<file path="config.mk">
export PLATFORM = sky130hd
export DESIGN_NAME = fp16_divider
export DESIGN_NICKNAME = d
export VERILOG_FILES = /design/src/rtl/fp16_divider.sv
export SDC_FILE = /design/constraint.sdc
export NUM_CORES = 1
export LEC_CHECK = 0
export CAP_MARGIN = 20
export CORE_ASPECT_RATIO = 2
export CORE_UTILIZATION = 61
export DETAILED_ROUTE_END_ITERATION = 10
export HOLD_SLACK_MARGIN = 0.08
export PLACE_DENSITY = 0.85
export SYNTH_ARGS = -nofsm -noshare
export SYNTH_HDL_FRONTEND = slang
export SYNTH_SLANG_ARGS = --single-unit
</file>
<file path="constraint.sdc">
create_clock -name clk -period 8.7 [get_ports clk]
set_clock_uncertainty 0.15 [all_clocks]
set_input_delay 1.305 -clock clk [delete_from_list [all_inputs] [get_ports clk]]
set_output_delay 1.305 -clock clk [all_outputs]
set_load 0.01 [all_outputs]
</file>
<file path="src/rtl/fp16_divider.sv">
// Iterative FP16 divider: restoring division of the significands, one quotient bit per cycle.
// After an accept, IDLE spends one cycle classifying the captured operands before it picks DIV or DONE.
module fp16_divider (
    input  logic        clk,
    input  logic        rst,
    input  logic        in_valid,
    output logic        in_ready,
    input  logic [15:0] A,
    input  logic [15:0] B,
    output logic        out_valid,
    input  logic        out_ready,
    output logic [15:0] result,
    output logic        div_zero,
    output logic        invalid,
    output logic        overflow,
    output logic        underflow
);

    typedef enum logic [1:0] {IDLE, DIV, NORM, DONE} state_t;

    state_t      state_q, state_d;
    logic        pend_q, pend_d;
    logic [15:0] a_q, a_d, b_q, b_d;
    logic [3:0]  cnt_q, cnt_d;
    logic [13:0] quo_q, quo_d;
    logic [11:0] rem_q, rem_d;
    logic [15:0] res_q, res_d;
    logic        dz_q, dz_d, inv_q, inv_d, ovf_q, ovf_d, unf_q, unf_d;

    // Operand decode; exponent zero is treated as zero (subnormals flushed)
    logic       sa, sb, sgn;
    logic [4:0] ea, eb;
    logic [9:0] ma, mb;
    logic       a_nan, a_inf, a_zero, b_nan, b_inf, b_zero;

    assign sa     = a_q[15];
    assign sb     = b_q[15];
    assign ea     = a_q[14:10];
    assign eb     = b_q[14:10];
    assign ma     = a_q[9:0];
    assign mb     = b_q[9:0];
    assign sgn    = sa ^ sb;
    assign a_nan  = (&ea) & (|ma);
    assign a_inf  = (&ea) & ~(|ma);
    assign a_zero = ~(|ea);
    assign b_nan  = (&eb) & (|mb);
    assign b_inf  = (&eb) & ~(|mb);
    assign b_zero = ~(|eb);

    logic        spec_hit, spec_inv, spec_dz;
    logic [15:0] spec_res;

    always_comb begin
        spec_hit = 1'b1;
        spec_inv = 1'b0;
        spec_dz  = 1'b0;
        spec_res = 16'h0000;
        if (a_nan || b_nan || (a_zero && b_zero) || (a_inf && b_inf)) begin
            spec_res = 16'h7E00;
            spec_inv = 1'b1;
        end else if (a_inf) begin
            spec_res = {sgn, 5'h1F, 10'h000};
        end else if (b_zero) begin
            spec_res = {sgn, 5'h1F, 10'h000};
            spec_dz  = 1'b1;
        end else if (a_zero || b_inf) begin
            spec_res = {sgn, 15'h0000};
        end else begin
            spec_hit = 1'b0;
        end
    end

    // One restoring step: remainder stays below the divisor, so the shift fits 12 bits
    logic [11:0] divisor, trial;
    logic        qbit;

    assign divisor = {1'b0, 1'b1, mb};
    assign qbit    = (rem_q >= divisor);
    assign trial   = qbit ? (rem_q - divisor) : rem_q;

    // Normalise, round to nearest even, range-check
    logic [9:0]        mant_t;
    logic              g_t, s_t, inc;
    logic [10:0]       mant_r;
    logic signed [6:0] e_t, e_r;
    logic [15:0]       norm_res;
    logic              norm_ovf, norm_unf;

    always_comb begin
        if (quo_q[13]) begin
            mant_t = quo_q[12:3];
            g_t    = quo_q[2];
            s_t    = (|quo_q[1:0]) | (|rem_q);
            e_t    = $signed({2'b00, ea}) - $signed({2'b00, eb}) + 7'sd15;
        end else begin
            mant_t = quo_q[11:2];
            g_t    = quo_q[1];
            s_t    = quo_q[0] | (|rem_q);
            e_t    = $signed({2'b00, ea}) - $signed({2'b00, eb}) + 7'sd14;
        end
        inc    = g_t & (s_t | mant_t[0]);
        mant_r = {1'b0, mant_t} + {10'h000, inc};
        e_r    = mant_r[10] ? (e_t + 7'sd1) : e_t;
        norm_ovf = 1'b0;
        norm_unf = 1'b0;
        if (e_r >= 7'sd31) begin
            norm_res = {sgn, 5'h1F, 10'h000};
            norm_ovf = 1'b1;
        end else if (e_r <= 7'sd0) begin
            norm_res = {sgn, 15'h0000};
            norm_unf = 1'b1;
        end else begin
            norm_res = {sgn, e_r[4:0], mant_r[10] ? 10'h000 : mant_r[9:0]};
        end
    end

    always_comb begin
        state_d = state_q;
        pend_d  = pend_q;
        a_d     = a_q;
        b_d     = b_q;
        cnt_d   = cnt_q;
        quo_d   = quo_q;
        rem_d   = rem_q;
        res_d   = res_q;
        dz_d    = dz_q;
        inv_d   = inv_q;
        ovf_d   = ovf_q;
        unf_d   = unf_q;
        case (state_q)
            IDLE: begin
                if (pend_q) begin
                    pend_d = 1'b0;
                    if (spec_hit) begin
                        res_d   = spec_res;
                        inv_d   = spec_inv;
                        dz_d    = spec_dz;
                        state_d = DONE;
                    end else begin
                        rem_d   = {1'b0, 1'b1, ma};
                        quo_d   = 14'h0000;
                        cnt_d   = 4'd0;
                        state_d = DIV;
                    end
                end else if (in_valid) begin
                    a_d    = A;
                    b_d    = B;
                    pend_d = 1'b1;
                    dz_d   = 1'b0;
                    inv_d  = 1'b0;
                    ovf_d  = 1'b0;
                    unf_d  = 1'b0;
                end
            end
            DIV: begin
                quo_d = {quo_q[12:0], qbit};
                rem_d = {trial[10:0], 1'b0};
                cnt_d = cnt_q + 4'd1;
                if (cnt_q == 4'd13) state_d = NORM;
            end
            NORM: begin
                res_d   = norm_res;
                ovf_d   = norm_ovf;
                unf_d   = norm_unf;
                state_d = DONE;
            end
            DONE: begin
                if (out_ready) state_d = IDLE;
            end
            default: state_d = IDLE;
        endcase
    end

    always_ff @(posedge clk) begin
        if (rst) begin
            state_q <= IDLE;
            pend_q  <= 1'b0;
            a_q     <= 16'h0000;
            b_q     <= 16'h0000;
            cnt_q   <= 4'd0;
            quo_q   <= 14'h0000;
            rem_q   <= 12'h000;
            res_q   <= 16'h0000;
            dz_q    <= 1'b0;
            inv_q   <= 1'b0;
            ovf_q   <= 1'b0;
            unf_q   <= 1'b0;
        end else begin
            state_q <= state_d;
            pend_q  <= pend_d;
            a_q     <= a_d;
            b_q     <= b_d;
            cnt_q   <= cnt_d;
            quo_q   <= quo_d;
            rem_q   <= rem_d;
            res_q   <= res_d;
            dz_q    <= dz_d;
            inv_q   <= inv_d;
            ovf_q   <= ovf_d;
            unf_q   <= unf_d;
        end
    end

    assign in_ready  = (state_q == IDLE) && !pend_q;
    assign out_valid = (state_q == DONE);
    assign result    = res_q;
    assign div_zero  = dz_q;
    assign invalid   = inv_q;
    assign overflow  = ovf_q;
    assign underflow = unf_q;

endmodule
</file>
==> flow_summary.ini, run 1 <==
[synth]
async_reset_ff_share_pct = 0
syn_area_mm2 = 0.005187
ys_seq_area_share_pct = 32.80
synth_seq_cells = 85
ys_warn_count = 0
synth_ff_type = dfxtp_1
syn_nets = 731
syn_inst = 667
synth_commonest_cells = 110 x nand2_1, 85 x dfxtp_1, 80 x a21oi_1
synth_area_per_cell_um2 = 7.777
synth_enable_flop_cells = 0
synth_top_area_share_pct = 32.80
synth_top_area_cell = dfxtp_1
synth.area.top_cells = dfxtp_1 33%, nand2_1 8.0%, a21oi_1 7.7%, ha_1 6.3%, nor2_1 4.1%
post-synth-top-count-cell = nand2_1
synthDistinctLibCells = 73

[final_layout]
nets = 769
drive_gt1_share_pct = 5.924
final_core_util_pct = 73.60
antenna_cells = 0
syn2layout_area_growth_pct = 16.81

[setup_path]
max_stage_delay_ns = 0.56
path_class = reg2reg
worstPathCellList = inv_1 > ha_1 > fa_1 > ha_1 > a21oi_1 > ha_1 > nand2_1 > nor3_1 > nand2_1 > o31ai_1 > a21oi_1 > and4b_1 > and4_1 > a32o_1
path_delay_family = adder cells
slowest_stage = fa_1
crit_fanout = 8
cp_num_buf_inv = 1
worstSetupStartpointType = flip-flop
reg2reg_setup_slack_ns = 4.54
required_ns = 8.83
cp_common_cell = ha_1
crit_arrival_ns = 4.29
cp-end-kind = flip-flop

[pwr]
pwr-share-seq_pct = 26.6
power_frac_comb_pct = 54.7
switching_share_pct = 43.28
vdd_drop_max_uv = 244.0
p_leak_nw = 2.242
pwr-share-clk_pct = 18.7
pwr_density_cell_mw_per_mm2 = 312.5
p_sw_uw = 819.4
p_int_mw = 1.074

[timing]
setup_violations = 0
fin_crit_ns = 4.158
min_period_over_period_pct = 47.79
finalSetupTns_ns = 0
slew_headroom_pct = 46.89
drv_slew = 0
rsz0062_at_grt = no
finalHoldViolCount = 0
fmax_mhz = 240.5
tightest_slew_ns = 0.7966

[run_status]
status = completed

[cts]
clock_latency_ns = 0.34
cts-root-buf = clkbuf_16
cts_setup_buffers = 0
htree_levels = 3
cts-resized-gates = 0
cts_hold_buf = 0
cts_sinks = 85
cts_tree = yes
clock_path_buffers = 2
numCtsBuffers = 9
clkTransAtPathRegs_ns = 0.07

[drt]
first_pass_iters = 7
vias = 5048
wire_per_inst_um = 16.74
drc_errors = 0
vias_per_cell = 6.255
wirelength_um = 13510
drt-initial-drc-count = 245
ant_nets = 0

[placed_design]
portBuffers = 57
dpl.hpwl_um = 10040
place.gp.congestion = 0.9553

[floorplan]
io_pins = 58
die_y_um = 132.4
rows = 47
die_w_um = 67.21
die_area_mm2 = 0.008899
start_util_pct = 63.01
core_mm2 = 0.008233

[grt]
grt-ovfl-total = 0
gr-usage-all-layers_pct = 31.69
grt_first_pass_wirelength_um = 21470
grt_max_degree = 78
grt_pass1_vias = 4761
antenna_found_initial = 0

[worst_hold_path]
hold_path_class = reg2reg

[run]
maxCapViolCount = 0
[worst min-delay path, delay by kind of cell, from the launching register on]
kind	cells	cell delay (ns)
flip-flops	1	0.31
AO/OA/AOI/OAI	1	0.05
AND/OR/NAND/NOR	1	0.05
[layout make-up]
type	count	area, µm²
Clock buffer	9	225.2
Clock inverter	6	40.04
Fill cell	638	2173
Inverter	36	135.1
Multi-Input combinational cell	509	3197
Sequential cell	85	1702
Tap cell	98	122.6
Timing Repair Buffer	64	638.1
[path summary, 6_finish.rpt]
kind | start | to | cells after the start
worst max-delay path | a_q[10] | result[5] | 14
worst min-delay path | underflow | underflow | 2
worst max register to register | a_q[10] | result[5] | 14
worst min register to register | underflow | underflow | 2
[per-stage QoR]
stage	std cells	hold WS (ns)	worst slack [ns]	total power, mW	area [µm²]
finish	807	0.3036	4.542	1.893	6060
global route	807	0.3166	4.324	2.015	6060
CTS	806	0.3075	4.563	1.879	6032
detailed placement	791	0.2986	4.600	1.525	5767
global placement	791	0.2934	4.769	1.497	5767
floorplan	667	0.2863	5.075	1.268	5187
[registers in the layout, indices dropped and copies added (netlist names)]
register / flops
rem_q: 12
cnt_q: 4
underflow: 1
overflow: 1
b_q: 16
invalid: 1
state_q: 2
result: 16
quo_q: 14
a_q: 16
div_zero: 1
pend_q: 1
[per-layer routing]
metal / track usage (%) / share of wire [%]
met1: 30.16 / 34
met2: 58.61 / 56
met3: 4.310 / 3.3
met4: 21.28 / 6.2
met5: 0 / 0
[logic make-up after synthesis]
logic type               after synthesis  share of synthesized area (%)
AND/OR/NAND/NOR                      268                          24.31
AO/OA/AOI/OAI                        170                          21.15
flip-flops                            85                          32.80
buffers and inverters                 73                          5.740
adder cells (fa/ha/maj)               28                          7.043
XOR/XNOR                              23                          4.728
multiplexers                          20                          4.221
[placed cells by master (no fill, tap or decap), types with 7 or more instances in the layout]
cell type / Yosys / routed
a31oi_1: 7 / 7
clkbuf_16: 0 / 9
nand2b_1: 8 / 8
nor2_1: 57 / 57
a21oi_1: 80 / 79
inv_1: 35 / 35
nand2_1: 110 / 110
o21ai_0: 17 / 17
dfxtp_1: 85 / 85
a22o_1: 10 / 10
clkdlybuf4s50_1: 0 / 56
mux2i_1: 14 / 14
xor2_1: 8 / 8
nand3_1: 29 / 29
xnor2_1: 11 / 11
nor3_1: 12 / 11
a211oi_1: 10 / 10
ha_1: 26 / 26
[power by group through the flow]
stage	Clock, mW	Sequential [mW]	Combinational (mW)
finish	0.353	0.504	1.04
global route	0.368	0.512	1.14
CTS	0.356	0.503	1.02
detailed placement	0	0.511	1.01
global placement	0	0.509	0.988
floorplan	0	0.501	0.767
(Power assumes the default switching activity.)
==> run 2, diff against run 1 <==
--- a/config.mk
+++ b/config.mk
@@ -7,10 +7,10 @@
 export LEC_CHECK = 0
 export CAP_MARGIN = 20
 export CORE_ASPECT_RATIO = 2
-export CORE_UTILIZATION = 61
+export CORE_UTILIZATION = 57
 export DETAILED_ROUTE_END_ITERATION = 10
 export HOLD_SLACK_MARGIN = 0.08
-export PLACE_DENSITY = 0.85
+export PLACE_DENSITY = 0.8
 export SYNTH_ARGS = -nofsm -noshare
 export SYNTH_HDL_FRONTEND = slang
 export SYNTH_SLANG_ARGS = --single-unit
==> constraint.sdc (replaced) <==
create_clock -name clk -period 4.1 [get_ports clk]
set_clock_uncertainty 0.15 [all_clocks]
set_input_delay 0.615 -clock clk [delete_from_list [all_inputs] [get_ports clk]]
set_output_delay 0.615 -clock clk [all_outputs]
set_load 0.01 [all_outputs]
==> flow_summary.ini, run 2 (synthesis results as in run 1) <==
[run_status]
status = completed

[cts]
clock_path_buffers = 2
cts_sinks = 85
numCtsBuffers = 9
cts_setup_buffers = 0
cts_hold_buf = 0
clock_latency_ns = 0.35
clkTransAtPathRegs_ns = 0.06
htree_levels = 3
cts-root-buf = clkbuf_16
cts_tree = yes

[floorplan]
die_w_um = 69.46
start_util_pct = 59.57
core_mm2 = 0.008708
rows = 48
io_pins = 58
die_y_um = 136.9
die_area_mm2 = 0.009509

[setup_path]
slowest_stage = fa_1
crit_arrival_ns = 4.00
crit_fanout = 8
max_stage_delay_ns = 0.46
worstSetupStartpointType = flip-flop
reg2reg_setup_slack_ns = 0.24
cp_common_cell = ha_1
required_ns = 4.24
reg2reg_depth = 14
r2r-end = result[7]
path_class = reg2reg
cp-end-kind = flip-flop
worstPathCellList = inv_1 > ha_1 > fa_1 > ha_1 > a21oi_1 > ha_1 > nand2_1 > nor3_2 > nand2_1 > o31ai_1 > a21oi_1 > and4b_1 > and4_1 > a32o_1
timing.rr.start = a_q[10]

[drt]
drt-initial-drc-count = 239
vias_per_cell = 6.064
vias = 4930
ant_nets = 0
drc_errors = 0
wire_per_inst_um = 16.69
first_pass_iters = 5
wirelength_um = 13570

[pwr]
vdd_drop_max_uv = 388.0
pwr_density_cell_mw_per_mm2 = 677.7
p_leak_nw = 2.276

[final_layout]
drive_gt1_share_pct = 6.452
nets = 772
fin_cells = 813
layout_commonest_cell = nand2_1
antenna_cells = 0
syn2layout_area_growth_pct = 18.52
final_cell_mix = 110 x nand2_1, 85 x dfxtp_1, 79 x a21oi_1, 57 x nor2_1, 56 x clkdlybuf4s50_1

[placed_design]
portBuffers = 57
dpl.hpwl_um = 10250
place.gp.congestion = 0.9237
dp_cells = 796

[grt]
grt_first_pass_wirelength_um = 21870
grt-ovfl-total = 0
grt_max_degree = 40
antenna_found_initial = 0
grt_pass1_vias = 4711
gr-usage-all-layers_pct = 29.10

[timing]
slew_headroom_pct = 46.27
finalHoldViolCount = 0
tightest_slew_ns = 0.8060
setup_violations = 0
finalSetupTns_ns = 0
min_period_over_period_pct = 94.25
fmax_mhz = 258.8
rsz0062_at_grt = no
drv_slew = 0
fin_crit_ns = 3.864

[run]
maxCapViolCount = 0

[worst_hold_path]
hold_end = b_q[5]
min_from = b_q[5]
timing.hold.worst_path_depth = 2
hold_path_class = reg2reg
## run 2: cell types whose count changed in the layout (fill, tap and decap cells not counted), sizes merged
cell / delta
bufinv: +2
inv: +1
clkbuf: +1
buf: +3
clkinvlp: +1
clkinv: -4
## run 2: repair_timing
item,4_1_cts,5_1_grt
resized for setup,0,1
hold endpoints to repair,0,0
endpoints found under the setup margin,0,8
## run 2: worst max path at each step
stage / startpoint / cells past startpoint / slack [ns] / end
finish: a_q[10] / 14 / 0.24 / result[7]
global route: a_q[10] / 14 / 0.009 / result[7]
CTS: a_q[10] / 14 / 0.13 / result[7]
detailed placement: a_q[10] / 14 / 0.18 / result[7]
global placement: a_q[10] / 14 / 0.24 / result[7]
floorplan: a_q[10] / 15 / 0.48 / result[1]
## run 2: final cells by class
class	instances	area, µm²
repair buffers	67	660.6
clock inverters	6	95.09
fillers	737	2560
clock buffers	10	229.0
multi-input cells	509	3202
inverters	36	135.1
flip-flops and latches	85	1702
well taps	100	125.1
## run 2: critical path, delay by kind of cell (launching register included)
family	cells	cell delay (ns)
buf+inv	1	0.06
fa+ha+maj	4	1.21
flops	1	0.37
compound gates	4	0.84
simple gates	5	1.19
## run 2: layer usage
layer  up-vias  share of wire, %  track usage [%]
met4         0               4.5            17.46
met2       145                56            57.28
met3        41               3.1            3.240
met5         -                 0                0
li1       2432                 -                -
met1      2312                37            28.35
## run 2: power by group
| group | total (mW) | internal [mW] | leakage [nW] | switching, mW |
|---|---|---|---|---|
| clock | 0.896 | 0.540 | 0.151 | 0.356 |
| combinational | 2.20 | 0.928 | 1.43 | 1.27 |
| sequential | 1.07 | 0.953 | 0.691 | 0.117 |
| total | 4.17 | 2.42 | 2.28 | 1.75 |
## run 2: metrics by stage
stage	instance area, µm²	hold WS [ns]	total power [mW]	setup WS [ns]	util (%)
after CTS	6116	0.3075	4.141	0.1350	70.23
final	6148	0.3059	4.167	0.2359	70.60
after global placement	5792	0.2945	3.214	0.2448	66.51
after floorplan	5187	0.2863	2.690	0.4751	-
after global routing	6148	0.3367	4.441	0.008657	70.60
after detailed placement	5792	0.2988	3.246	0.1838	66.51
